==> config.mk <==
export PLATFORM = sky130hd
export DESIGN_NAME = stack_op_sequencer_flat
export DESIGN_NICKNAME = d
export VERILOG_FILES = /design/src/rtl/stack_op_sequencer_if.sv /design/src/rtl/stack_op_sequencer.sv /design/src/flat_wrapper.sv
export SDC_FILE = /design/constraint.sdc
export NUM_CORES = 1
export LEC_CHECK = 0
export ABC_AREA = 1
export BUFFER_PORTS_ARGS = -buffer_cell sky130_fd_sc_hd__buf_4
export CAP_MARGIN = 10
export CORE_MARGIN = 2
export CORE_UTILIZATION = 25
export DETAILED_ROUTE_END_ITERATION = 6
export MAX_ROUTING_LAYER = met4
export PLACE_DENSITY_LB_ADDON = 0.15
export SYNTH_ARGS = -nofsm -noshare
export SYNTH_HDL_FRONTEND = slang
export SYNTH_SLANG_ARGS = --single-unit
==> constraint.sdc <==
create_clock -name clk -period 2.2 [get_ports clk]
set_input_delay 0.44 -clock clk [delete_from_list [all_inputs] [get_ports clk]]
set_output_delay 0.44 -clock clk [all_outputs]
set_load 0.1 [all_outputs]
==> src/rtl/stack_op_sequencer_if.sv <==
// Command/result handshake between a host and the stack operation sequencer.
// The host drives the command fields; the sequencer answers with ready and result pulses.
interface stack_op_sequencer_if;
    logic       cmd_valid;
    logic       cmd_ready;
    logic [2:0] cmd_op;
    logic [7:0] cmd_imm;
    logic       res_valid;
    logic [7:0] res_data;

    modport master (
        output cmd_valid, cmd_op, cmd_imm,
        input  cmd_ready, res_valid, res_data
    );

    modport slave (
        input  cmd_valid, cmd_op, cmd_imm,
        output cmd_ready, res_valid, res_data
    );
endinterface

==> src/rtl/stack_op_sequencer.sv <==
// Sole master of an 8-bit operand stack: sequences PUSH/POP/DUP/ALU commands with occupancy checks.
// Optional ALU flags zf/cf are built when STACK_SEQ_FLAGS_EN is defined.
module stack_op_sequencer #(
    parameter int DEPTH = 5,
    parameter int CW    = 3
) (
    input  logic                 clk,
    input  logic                 rst,
    stack_op_sequencer_if.slave  bus,
    output logic                 stk_push,
    output logic                 stk_pop,
    output logic                 stk_tos,
    output logic [7:0]           stk_din,
    input  logic [7:0]           stk_dout,
    output logic                 err,
    output logic [CW-1:0]        depth
`ifdef STACK_SEQ_FLAGS_EN
    ,
    output logic                 zf,
    output logic                 cf
`endif
);

    localparam logic [2:0] OP_PUSH = 3'd0;
    localparam logic [2:0] OP_POP  = 3'd1;
    localparam logic [2:0] OP_DUP  = 3'd2;
    localparam logic [2:0] OP_ADD  = 3'd3;
    localparam logic [2:0] OP_SUB  = 3'd4;
    localparam logic [2:0] OP_AND  = 3'd5;
    localparam logic [2:0] OP_OR   = 3'd6;
    localparam logic [2:0] OP_NOT  = 3'd7;

    typedef enum logic [2:0] {
        IDLE, RD_A, RD_B, EXEC, WR, DONE, FAULT
    } state_t;

    state_t        state_reg, state_next;
    logic [2:0]    op_reg, op_next;
    logic [7:0]    a_reg, a_next;
    logic [7:0]    b_reg, b_next;
    logic          push_reg, push_next;
    logic          pop_reg, pop_next;
    logic          tos_reg, tos_next;
    logic [7:0]    din_reg, din_next;
    logic          ready_reg, ready_next;
    logic          res_valid_reg, res_valid_next;
    logic [7:0]    res_data_reg, res_data_next;
    logic          err_reg, err_next;
    logic [CW-1:0] depth_reg, depth_next;

    logic          accept;
    logic [1:0]    needs;
    logic          grows;
    logic          underflow;
    logic          overflow;
    logic [7:0]    alu_r;

    assign accept = bus.cmd_valid & ready_reg & (state_reg == IDLE);

    // Operand demand and upward growth of the incoming command, used to reject it before any strobe.
    always_comb begin
        needs = 2'd1;
        grows = 1'b0;
        case (bus.cmd_op)
            OP_PUSH: begin needs = 2'd0; grows = 1'b1; end
            OP_DUP:  begin needs = 2'd1; grows = 1'b1; end
            OP_POP,
            OP_NOT:  needs = 2'd1;
            default: needs = 2'd2;
        endcase
        underflow = ({1'b0, depth_reg} < {{(CW-1){1'b0}}, needs});
        overflow  = grows && (depth_reg == CW'(DEPTH));
    end

    // A is the former top, B the element beneath it.
    always_comb begin
        alu_r = 8'h00;
        case (op_reg)
            OP_ADD:  alu_r = a_reg + b_reg;
            OP_SUB:  alu_r = b_reg - a_reg;
            OP_AND:  alu_r = a_reg & b_reg;
            OP_OR:   alu_r = a_reg | b_reg;
            OP_NOT:  alu_r = ~a_reg;
            default: alu_r = 8'h00;
        endcase
    end

    // Outputs are computed for the state being entered so every strobe leaves a flop.
    always_comb begin
        state_next     = state_reg;
        op_next        = op_reg;
        a_next         = a_reg;
        b_next         = b_reg;
        push_next      = 1'b0;
        pop_next       = 1'b0;
        tos_next       = 1'b0;
        din_next       = din_reg;
        res_valid_next = 1'b0;
        res_data_next  = res_data_reg;
        err_next       = err_reg;

        case (state_reg)
            IDLE: begin
                if (accept) begin
                    op_next = bus.cmd_op;
                    if (underflow || overflow) begin
                        state_next     = FAULT;
                        err_next       = 1'b1;
                        res_valid_next = 1'b1;
                        res_data_next  = 8'h00;
                    end else if (bus.cmd_op == OP_PUSH) begin
                        state_next = WR;
                        push_next  = 1'b1;
                        din_next   = bus.cmd_imm;
                    end else begin
                        state_next = RD_A;
                        tos_next   = 1'b1;
                        pop_next   = (bus.cmd_op != OP_DUP);
                    end
                end
            end
            RD_A: begin
                a_next = stk_dout;
                case (op_reg)
                    OP_POP: begin
                        state_next     = DONE;
                        res_valid_next = 1'b1;
                        res_data_next  = stk_dout;
                    end
                    OP_DUP: begin
                        state_next = WR;
                        push_next  = 1'b1;
                        din_next   = stk_dout;
                    end
                    OP_NOT:  state_next = EXEC;
                    default: begin
                        state_next = RD_B;
                        tos_next   = 1'b1;
                        pop_next   = 1'b1;
                    end
                endcase
            end
            RD_B: begin
                b_next     = stk_dout;
                state_next = EXEC;
            end
            EXEC: begin
                state_next = WR;
                push_next  = 1'b1;
                din_next   = alu_r;
            end
            WR: begin
                state_next     = DONE;
                res_valid_next = 1'b1;
                res_data_next  = din_reg;
            end
            default: state_next = IDLE;
        endcase

        ready_next = (state_next == IDLE);
        if (push_next)
            depth_next = depth_reg + 1'b1;
        else if (pop_next)
            depth_next = depth_reg - 1'b1;
        else
            depth_next = depth_reg;
    end

    always_ff @(posedge clk or negedge rst) begin
        if (!rst) begin
            state_reg     <= IDLE;
            op_reg        <= 3'd0;
            a_reg         <= 8'h00;
            b_reg         <= 8'h00;
            push_reg      <= 1'b0;
            pop_reg       <= 1'b0;
            tos_reg       <= 1'b0;
            din_reg       <= 8'h00;
            ready_reg     <= 1'b0;
            res_valid_reg <= 1'b0;
            res_data_reg  <= 8'h00;
            err_reg       <= 1'b0;
            depth_reg     <= '0;
        end else begin
            state_reg     <= state_next;
            op_reg        <= op_next;
            a_reg         <= a_next;
            b_reg         <= b_next;
            push_reg      <= push_next;
            pop_reg       <= pop_next;
            tos_reg       <= tos_next;
            din_reg       <= din_next;
            ready_reg     <= ready_next;
            res_valid_reg <= res_valid_next;
            res_data_reg  <= res_data_next;
            err_reg       <= err_next;
            depth_reg     <= depth_next;
        end
    end

`ifdef STACK_SEQ_FLAGS_EN
    logic       zf_reg, cf_reg;
    logic [8:0] sum9;

    assign sum9 = {1'b0, a_reg} + {1'b0, b_reg};

    always_ff @(posedge clk or negedge rst) begin
        if (!rst) begin
            zf_reg <= 1'b0;
            cf_reg <= 1'b0;
        end else if (state_reg == EXEC) begin
            zf_reg <= (alu_r == 8'h00);
            case (op_reg)
                OP_ADD:  cf_reg <= sum9[8];
                OP_SUB:  cf_reg <= (a_reg > b_reg);
                default: cf_reg <= 1'b0;
            endcase
        end
    end

    assign zf = zf_reg;
    assign cf = cf_reg;
`endif

    assign bus.cmd_ready = ready_reg;
    assign bus.res_valid = res_valid_reg;
    assign bus.res_data  = res_data_reg;
    assign stk_push      = push_reg;
    assign stk_pop       = pop_reg;
    assign stk_tos       = tos_reg;
    assign stk_din       = din_reg;
    assign err           = err_reg;
    assign depth         = depth_reg;

endmodule

==> src/flat_wrapper.sv <==
// flat-port wrapper written by rule: the top's interface ports become plain ports
module stack_op_sequencer_flat 
#(
    parameter int DEPTH = 5,
    parameter int CW    = 3
)
  (clk, rst, stk_push, stk_pop, stk_tos, stk_din, stk_dout, err, depth, bus_cmd_valid, bus_cmd_op, bus_cmd_imm, bus_cmd_ready, bus_res_valid, bus_res_data);
  stack_op_sequencer_if bus_i ();
  input  logic clk;
  input  logic rst;
  output logic stk_push;
  output logic stk_pop;
  output logic stk_tos;
  output logic [7:0] stk_din;
  input  logic [7:0] stk_dout;
  output logic err;
  output logic [CW-1:0] depth;
  input wire logic [$bits(bus_i.cmd_valid)-1:0] bus_cmd_valid;
  input wire logic [$bits(bus_i.cmd_op)-1:0] bus_cmd_op;
  input wire logic [$bits(bus_i.cmd_imm)-1:0] bus_cmd_imm;
  output wire logic [$bits(bus_i.cmd_ready)-1:0] bus_cmd_ready;
  output wire logic [$bits(bus_i.res_valid)-1:0] bus_res_valid;
  output wire logic [$bits(bus_i.res_data)-1:0] bus_res_data;
  assign bus_i.cmd_valid = bus_cmd_valid;
  assign bus_i.cmd_op = bus_cmd_op;
  assign bus_i.cmd_imm = bus_cmd_imm;
  assign bus_cmd_ready = bus_i.cmd_ready;
  assign bus_res_valid = bus_i.res_valid;
  assign bus_res_data = bus_i.res_data;
  stack_op_sequencer #(.DEPTH(DEPTH), .CW(CW)) u_core (.clk(clk), .rst(rst), .bus(bus_i), .stk_push(stk_push), .stk_pop(stk_pop), .stk_tos(stk_tos), .stk_din(stk_din), .stk_dout(stk_dout), .err(err), .depth(depth));
endmodule
==> impl_metrics.prom <==
# TYPE chip_impl_metric gauge
chip_impl_info{name="result_of_the_run",value="complete, but fails checks"} 1
chip_impl_info{name="failing_checks",value="negative setup slack"} 1
chip_impl_metric{name="n_antenna_cell",unit=""} 0
chip_impl_metric{name="postPlaceCellArea",unit="mm^2"} 0.003840
chip_impl_metric{name="number_of_buffers_created_by_cts",unit=""} 5
chip_impl_metric{name="die_y",unit="um"} 114.7
chip_impl_metric{name="worst_ep_arrival_time",unit="ps"} 2490
chip_impl_info{name="root_cell_of_the_clock_tree",value="clkbuf_16"} 1
chip_impl_metric{name="wl_per_cell",unit="um"} 14.17
chip_impl_info{name="timing.critical_path.from",value="u_core.a_reg[0]"} 1
chip_impl_metric{name="preCtsSetupSlack",unit="ps"} -139.6
chip_impl_metric{name="initialDrtViolationCount",unit=""} 132
chip_impl_metric{name="final_replace_weighted_congestion",unit=""} 0.8235
chip_impl_metric{name="totalWireLength",unit="um"} 9223
chip_impl_metric{name="ys_async_sr_fraction",unit=""} 1.000
chip_impl_metric{name="timing_hold_violations_final",unit=""} 0
chip_impl_metric{name="via_per_inst",unit=""} 4.553
chip_impl_metric{name="worst_slew_margin_rel",unit=""} 0.5781
chip_impl_metric{name="drv_cap",unit=""} 0
chip_impl_info{name="criticalPathCategory",value="flop to flop"} 1
chip_impl_metric{name="vias",unit=""} 2964
chip_impl_metric{name="clkSlewWorstSetupHoldPaths",unit="ps"} 60
chip_impl_metric{name="core.rowCount",unit=""} 40
chip_impl_metric{name="timing.final.max_slew_violations",unit=""} 0
chip_impl_metric{name="remaining_drc_errors",unit=""} 0
chip_impl_metric{name="finalInstanceArea",unit="mm^2"} 0.004182
chip_impl_metric{name="ys_types",unit=""} 34
chip_impl_metric{name="summed_instance_area_of_the_synthesized_netlist",unit="mm^2"} 0.003065
chip_impl_metric{name="detailed_place_hpwl",unit="um"} 7085
chip_impl_info{name="cp-end-kind",value="flop"} 1
chip_impl_metric{name="tightestPinTransition",unit="ps"} 632.8
chip_impl_metric{name="setup-tns-final",unit="ps"} -109.6
chip_impl_metric{name="critPathMaxFanout",unit=""} 4
chip_impl_metric{name="globalRouteTotalUtil",unit=""} 0.1502
chip_impl_info{name="regToRegStartpoint",value="u_core.a_reg[0]"} 1
chip_impl_metric{name="synth-seq-cells",unit=""} 47
chip_impl_metric{name="design.portCount",unit=""} 47
chip_impl_metric{name="grt-ovfl-total",unit=""} 0
chip_impl_metric{name="initial_utilization",unit=""} 0.2552
chip_impl_metric{name="synth-seq-area-share",unit=""} 0.3837
chip_impl_metric{name="minimum_clock_period",unit="ps"} 2308
chip_impl_metric{name="die_width",unit="um"} 114.7
chip_impl_metric{name="max_freq",unit="MHz"} 433.3
chip_impl_metric{name="max-clock-path-buffers",unit=""} 2
chip_impl_metric{name="worst-endpoint-required",unit="ps"} 2380
chip_impl_metric{name="number_of_nets_in_the_synthesized_netlist",unit=""} 450
chip_impl_info{name="postSynth.topFlopCell",value="dfrtp_1"} 1
chip_impl_metric{name="clk-insertion-delay-late",unit="ps"} 290
chip_impl_metric{name="layout_worst_path_cycle_share",unit=""} 1.049
chip_impl_metric{name="synthCells",unit=""} 415
chip_impl_metric{name="coreArea",unit="mm^2"} 0.01201
chip_impl_metric{name="floorplan.die_area",unit="mm^2"} 0.01316
chip_impl_metric{name="firstDrtPassIters",unit=""} 4
chip_impl_metric{name="ctsHoldBuffers",unit=""} 0
chip_impl_metric{name="grt_max_degree",unit=""} 48
chip_impl_info{name="hold_class",value="input pin to asynchronous set/reset pin"} 1
chip_impl_metric{name="port_buffers",unit=""} 46
chip_impl_info{name="tritoncts",value="done"} 1
chip_impl_metric{name="synthToLayoutAreaGrowth",unit="%"} 36.41
chip_impl_info{name="start_kind",value="flop"} 1
chip_impl_metric{name="tritoncts_num_sinks",unit=""} 47
chip_impl_metric{name="via_count_of_the_first_global_routing_pass",unit=""} 2959
chip_impl_metric{name="antenna_found_initial",unit=""} 0
chip_impl_metric{name="post_synth.cell_area_avg",unit="um^2"} 7.387
chip_impl_metric{name="fill_cells",unit=""} 1313
chip_impl_metric{name="synth_enable_flop_cells",unit=""} 0
chip_impl_metric{name="fin_skew",unit="ps"} 3.430
chip_impl_metric{name="final.setup.worst_slack",unit="ps"} -107.8
chip_impl_metric{name="design.final.nets",unit=""} 538
chip_impl_metric{name="grt_pass1_wl",unit="um"} 15130
chip_impl_metric{name="drive_above_1_share",unit=""} 0.3155
chip_impl_metric{name="synth.yosys.warnings",unit=""} 0
chip_impl_info{name="unrepaired_setup_endpoints_after_global_routing",value="true"} 1
chip_impl_metric{name="htree_num_levels",unit=""} 2
chip_impl_metric{name="ant_nets",unit=""} 0
chip_impl_metric{name="setup-violations-final",unit=""} 2
per-stage QoR:
step | hold WS (ps) | util | instances
after CTS | 191.3 | 0.3357 | 645
after floorplan | 144.4 | - | 415
after global placement | 449.9 | 0.3197 | 636
after detailed placement | 452.6 | 0.3197 | 636
final | 159.9 | 0.3481 | 651
after global routing | 215.9 | 0.3481 | 651
metal layers:
metal | GRT usage | routed length, um | vias to the layer above
li1 | - | - | 1515
met1 | 0.2050 | 4585 | 1389
met2 | 0.2375 | 4308 | 53
met3 | 0.01898 | 234 | 7
met4 | 0.03855 | 94 | 0
met5 | - | 0 | -
cells by family after synthesis:
| logic type | synth area share |
|---|---|
| AOI/OAI and AO/OA | 0.1302 |
| xor gates and xnor gates | 0.02000 |
| adders and majority gates | 0.05796 |
| buffers and inverters | 0.09551 |
| DFF | 0.3837 |
| and+or+nand+nor | 0.3127 |
cell usage after synthesis (3+ instances only):
cell type  instances  area [um^2]
a21oi_1           18        90.09
a31oi_1            3        18.77
buf_6              3        33.78
dfrtp_1           47         1176
ha_1              11        137.6
inv_1             63        236.5
nand2_1          117        439.2
nand2_2            5        31.28
nand2_4            3        33.78
nand3_1           41        205.2
nand4_1            5        31.28
nor2_1            19        71.32
nor2_2             4        25.02
o211ai_1           3        22.52
o21a_1             3        22.52
o21ai_0           39        195.2
xor2_1             6        52.55
cell usage in the layout, fill, tap and decap left out, types with 2 or more instances in the layout:
master,Yosys,final
a21oi_2,1,4
buf_6,3,2
nand3_4,2,2
dfrtp_1,47,43
dfrtp_2,0,4
o211ai_1,3,3
xor2_1,6,6
ha_1,11,6
nand2_2,5,12
nand2_4,3,4
inv_1,63,55
ha_4,0,4
nand3_1,41,33
inv_2,2,10
buf_4,1,84
or2_2,2,2
o2111ai_1,2,2
a21oi_1,18,14
nand2_1,117,109
a21oi_4,1,2
a31oi_1,3,3
nor2_1,19,18
o21a_1,3,3
fa_1,2,2
clkbuf_16,0,5
nor2_4,2,3
nand4_1,5,5
nand3_2,1,9
o21ai_0,39,38
nor2_2,4,4
path summary, 6_finish.rpt:
kind / end / slack, ps / cells after the start
hold / removal: u_core.stk_tos / 160 / 1
setup / recovery: u_core.stk_din[7] / -110 / 19
min in group clk: u_core.b_reg[7] / 370 / 3
setup reg to reg: u_core.stk_din[7] / -110 / 19
hold reg to reg: u_core.err / 470 / 2
max in group asynchronous: u_core.bus.cmd_ready / 1570 / 1
critical path, stage by stage, from the launching register on:
cell and delay [ps]:
dfrtp_1 390, inv_2 80, ha_4 130, inv_2 30
nor3_2 90, inv_1 80, o31ai_2 200, xor2_1 160
inv_1 80, ha_4 240, nand2_4 80, inv_1 50
nand2_1 80, nand2_1 60, a21oi_2 110, nand3_1 70
nand3_1 80, nand2_1 50, nand2_1 80, a21oi_2 50
layout make-up:
cell class | count | area [um^2] | area share
Sequential cell | 47 | 1181 | 0.2825
Multi-Input combinational cell | 297 | 1758 | 0.4204
Timing Repair Buffer | 87 | 673.1 | 0.1610
Tap cell | 147 | 183.9 | 0.04399
Clock inverter | 2 | 12.51 | 0.002992
Inverter | 65 | 244.0 | 0.05835
Clock buffer | 6 | 128.9 | 0.03082
what timing repair did:
action,4_1_cts,5_1_grt
pin swaps,9,21
hold endpoints to repair,0,0
setup endpoints to repair,5,8
gates resized for setup,10,30
setup buffers,1,6
Power is left out: the tool's default activity adds up to more than one toggle a clock period on the data nets, which glitch-free logic cannot reach.
